==> config.mk <==
export PLATFORM = sky130hd
export DESIGN_NAME = decoder_7_seg
export DESIGN_NICKNAME = d
export VERILOG_FILES = /design/src/rtl/decoder_7_seg_pkg.sv /design/src/rtl/decoder_7_seg_bcd_to_7seg.sv /design/src/rtl/decoder_7_seg.sv
export SDC_FILE = /design/constraint.sdc
export NUM_CORES = 1
export LEC_CHECK = 0
export CAP_MARGIN = 25
export CORE_UTILIZATION = 40
export DETAILED_ROUTE_END_ITERATION = 8
export PLACE_DENSITY = 0.74
export SYNTH_ARGS = -nofsm -noshare
export SYNTH_HDL_FRONTEND = slang
export SYNTH_SLANG_ARGS = --single-unit
==> constraint.sdc <==
create_clock -name clk -period 1 [get_ports clk]
set_input_delay 0.2 -clock clk [delete_from_list [all_inputs] [get_ports clk]]
set_output_delay 0.2 -clock clk [all_outputs]
set_load 0.02 [all_outputs]
==> src/rtl/decoder_7_seg_pkg.sv <==
// Shared segment definitions for the timer display decoders.
// Bit order of every pattern: bit6=a, bit5=b, bit4=c, bit3=d, bit2=e, bit1=f, bit0=g.
package decoder_7_seg_pkg;

    typedef logic [6:0] seg_t;

    // Active-high patterns (1 lights the segment)
    localparam seg_t SEG_0 = 7'h7E;
    localparam seg_t SEG_1 = 7'h30;
    localparam seg_t SEG_2 = 7'h6D;
    localparam seg_t SEG_3 = 7'h79;
    localparam seg_t SEG_4 = 7'h33;
    localparam seg_t SEG_5 = 7'h5B;
    localparam seg_t SEG_6 = 7'h5F;
    localparam seg_t SEG_7 = 7'h70;
    localparam seg_t SEG_8 = 7'h7F;
    localparam seg_t SEG_9 = 7'h7B;

    // Non-BCD codes show a lone middle bar
    localparam seg_t SEG_DASH = 7'h01;

    // Pattern loaded on reset: the digit zero
    localparam seg_t SEG_ZERO = SEG_0;

endpackage

==> src/rtl/decoder_7_seg_bcd_to_7seg.sv <==
// Combinational decode of one BCD digit to a seven-segment pattern.
// ACTIVE_LOW selects common-anode polarity by inverting every segment.
module bcd_to_7seg
    import decoder_7_seg_pkg::*;
#(
    parameter bit ACTIVE_LOW = 1'b0
) (
    input  logic [3:0] bcd,
    output seg_t       seg
);

    seg_t seg_hi;

    // Digit lookup in active-high form; codes 10-15 fall through to the dash
    always_comb begin
        seg_hi = SEG_DASH;
        case (bcd)
            4'd0:    seg_hi = SEG_0;
            4'd1:    seg_hi = SEG_1;
            4'd2:    seg_hi = SEG_2;
            4'd3:    seg_hi = SEG_3;
            4'd4:    seg_hi = SEG_4;
            4'd5:    seg_hi = SEG_5;
            4'd6:    seg_hi = SEG_6;
            4'd7:    seg_hi = SEG_7;
            4'd8:    seg_hi = SEG_8;
            4'd9:    seg_hi = SEG_9;
            default: seg_hi = SEG_DASH;
        endcase
    end

    // Apply display polarity
    always_comb begin
        seg = seg_hi ^ {7{ACTIVE_LOW}};
    end

endmodule

==> src/rtl/decoder_7_seg.sv <==
// Triple BCD-to-seven-segment decoder for the timer display.
// Each digit decodes independently; outputs are registered (one cycle
// latency) so the display pins never see a combinational input path.
module decoder_7_seg
    import decoder_7_seg_pkg::*;
#(
    parameter bit ACTIVE_LOW = 1'b0
) (
    input  logic       clk,
    input  logic       reset,
    input  logic [3:0] min,
    input  logic [3:0] dSec,
    input  logic [3:0] sec,
    output logic [6:0] minOut,
    output logic [6:0] dsecOut,
    output logic [6:0] secOut
);

    // Reset shows "0" in whichever polarity the display uses
    localparam seg_t RST_PAT = SEG_ZERO ^ {7{ACTIVE_LOW}};

    seg_t min_seg_d;
    seg_t dsec_seg_d;
    seg_t sec_seg_d;
    seg_t min_seg_q;
    seg_t dsec_seg_q;
    seg_t sec_seg_q;

    bcd_to_7seg #(.ACTIVE_LOW(ACTIVE_LOW)) u_dec_min (
        .bcd (min),
        .seg (min_seg_d)
    );

    bcd_to_7seg #(.ACTIVE_LOW(ACTIVE_LOW)) u_dec_dsec (
        .bcd (dSec),
        .seg (dsec_seg_d)
    );

    bcd_to_7seg #(.ACTIVE_LOW(ACTIVE_LOW)) u_dec_sec (
        .bcd (sec),
        .seg (sec_seg_d)
    );

    // Output registers; synchronous reset takes priority over new digits
    always_ff @(posedge clk) begin
        if (reset) begin
            min_seg_q  <= RST_PAT;
            dsec_seg_q <= RST_PAT;
            sec_seg_q  <= RST_PAT;
        end else begin
            min_seg_q  <= min_seg_d;
            dsec_seg_q <= dsec_seg_d;
            sec_seg_q  <= sec_seg_d;
        end
    end

    // Registered patterns drive the pins directly
    always_comb begin
        minOut  = min_seg_q;
        dsecOut = dsec_seg_q;
        secOut  = sec_seg_q;
    end

endmodule

==> reports/metrics.csv <==
metric;value;unit
overall track demand over capacity in global routing;18.5;%
Critical Path Slowest Stage Cell;sky130_fd_sc_hd__dfxtp_1;
Worst Hold Class;in -> reg;
number of pins with negative max-slew slack in the final report;0;
power per unit of standard cell area;1150;nW/um2
total leakage power;0.810;nW
clock tree from TritonCTS;built;
detail-routed net length per standard cell;12.0;um
Mapped Cells;118;
most frequent cells in the layout;sky130_fd_sc_hd__buf_4, sky130_fd_sc_hd__ha_1, sky130_fd_sc_hd__o21ai_0, sky130_fd_sc_hd__dfxtp_1, sky130_fd_sc_hd__inv_1;
root buffer selected by CTS;sky130_fd_sc_hd__clkbuf_4;
via count of the first global-routing pass;928;
outcome;complete, no violations;
DR DRC count;0;
weighted congestion at the end of routability-driven global placement;0.896;
top-level I/O count;35;
post-synth net total;150;
number of nets in the layout;211;
clock-pin transition on the worst setup and hold timing paths;120;ps
final number of hold-violating endpoints;0;
sequential share of the synthesized area;39.5;%
buffers and inverters on the worst path;1;
largest net degree at the start of global routing;12;
cell breakdown of the critical path;buf_4;
drt initial violations;8;
detailed-route vias per instance;4.91;
number of enable flip-flop cells after synthesis;0;
CTS Buf Count;3;
Max Clock Freq;1030;MHz
post-route antenna net violation count;0;
Diodes inserted;0;
number of buffers added on ports;34;
kind of cell adding the most delay to the critical path;flip-flops;
Yosys reg bits;21;
setup repair after global routing missed its margin;no;
Yosys warnings;0;
Post-Syn Area per Cell;9.02;um2
worst setup path category;reg -> out;
area added between synthesis and finish;52.2;%
fraction of layout cells with a size suffix above 1;38.2;%
Arr. time, crit path;770;ps
Setup-failing EPs final;0;
Post-synth top flop;sky130_fd_sc_hd__dfxtp_1;
Clock Sink Count;21;
leading post-synthesis cells by cell area;sky130_fd_sc_hd__dfxtp_1, sky130_fd_sc_hd__ha_1, sky130_fd_sc_hd__o21ai_0;
WP data required;800;ps
die width;53.6;um
slowest stage delay, CP;320;ps
wire length of the first global-routing pass;3.92;mm
Tightest Pin Transition;263;ps
dpl hpwl;1.96;mm
period utilisation layout;97.0;%
First-pass DRT Iterations;4;
total non-filler cell area in the finished layout;1620;um2
Row Count;18;
Die Footprint;2870;um2
final standard cell utilization of the core;64.8;%
most area-hungry cell type in the Yosys netlist;sky130_fd_sc_hd__dfxtp_1;
mapped cell area;1060;um2
Async SR Flop Fraction;0;%
fin crit period;970;ps
number of vias after detailed routing;1022;
nature of the critical path startpoint;flip-flop;
endpoint class of the critical path;primary output;
tightest slew margin relative to the limit;82.4;%
CTS Buffer Depth;2;
Die Ht;53.6;um
total global routing overflow;0;
layout filler cell count;217;
leading cell type in the layout, fill and taps excluded;sky130_fd_sc_hd__buf_4;
Routed Wire Length;2.50;mm
number of maximum-capacitance violations;0;
share of Yosys cell area claimed by the top area cell type;39.5;%
H-tree levels;1;
library cells used by synthesis;18;
number of antenna violations at the first check in global routing;0;
Core Footprint;2500;um2
IR drop worst, VDD;0.808;mV
area after detailed placement;1600;um2
Starting Density;42.6;%
top fanout value on the critical path;1;
[synth_stat cells (2+ instances only)]
master / n
sky130_fd_sc_hd__a311o_1: 3
sky130_fd_sc_hd__nand2_1: 7
sky130_fd_sc_hd__dfxtp_1: 21
sky130_fd_sc_hd__ha_1: 18
sky130_fd_sc_hd__a21o_1: 2
sky130_fd_sc_hd__nor2_1: 7
sky130_fd_sc_hd__o221ai_1: 3
sky130_fd_sc_hd__o21ai_0: 14
sky130_fd_sc_hd__or3_1: 3
sky130_fd_sc_hd__inv_1: 13
sky130_fd_sc_hd__or2_1: 3
sky130_fd_sc_hd__a21oi_1: 9
sky130_fd_sc_hd__a21boi_0: 3
sky130_fd_sc_hd__nand2b_1: 6
sky130_fd_sc_hd__buf_2: 3
[per-layer routing]
layer,GRT usage (%),share of wire (%)
met5,0,0
met4,7.46,1.1
met3,2.26,3.1
met2,34.6,55
met1,20.9,41
[stage by stage]
step                      setup slack, ps  hold slack [ps]  TNS [ps]  instances  power [mW]
after floorplan                      16.0              304         0        118        1.17
after CTS                            2.83              384         0        208        1.83
after global routing                 1.33              285         0        208        1.96
after detailed placement             -602              956    -11890        202        1.48
after global placement               -540              940    -11140        202        1.46
final                                29.7              263         0        208        1.86
[state kept, by name, summed over array words and instances, names as in the netlist]
register and flops:
dsecOut 7, minOut 7, secOut 7
[kinds of logic (layout without fill, tap and decap cells)]
kind of cell | Yosys count | count (layout) | share of synthesized area, %
flip-flops | 21 | 21 | 39.5
buffers and inverters | 17 | 77 | 6.35
AND/OR/NAND/NOR | 27 | 27 | 12.7
AO/OA/AOI/OAI | 35 | 35 | 20.3
adder cells (fa/ha/maj) | 18 | 18 | 21.2
[area by class of cell]
cell class                 instances  area [um2]  area share, %
multi-input combinational         80         591           36.4
timing repair buffer              60         488           30.1
sequential                        21         429           26.5
inverter                          13        48.8           3.01
tap                               30        37.5           2.32
clock buffer                       4        26.3           1.62
[path summary, 6_finish.rpt]
check / end / cells after the start / slack [ps] / startpoint
hold / removal: dsecOut[0] / 3 / 260 / dSec[1]
setup / recovery: minOut[0] / 1 / 30 / minOut[0]
[power breakdown]
part	internal, mW	leakage, nW	switching (mW)
Combinational	0.256	0.620	0.267
Clock	0.155	0.0150	0.259
Sequential	0.904	0.175	0.0203
[repair_timing]
action / 4_1_cts / 5_1_grt
endpoints found under the setup margin: 42 / 28
hold endpoints to repair: 0 / 0
gates resized for setup: 105 / 37
setup buffers: 2 / 0
pin swaps: 1 / 0
hold buffers: 0 / 0
Power figures use the tool's default switching activity.
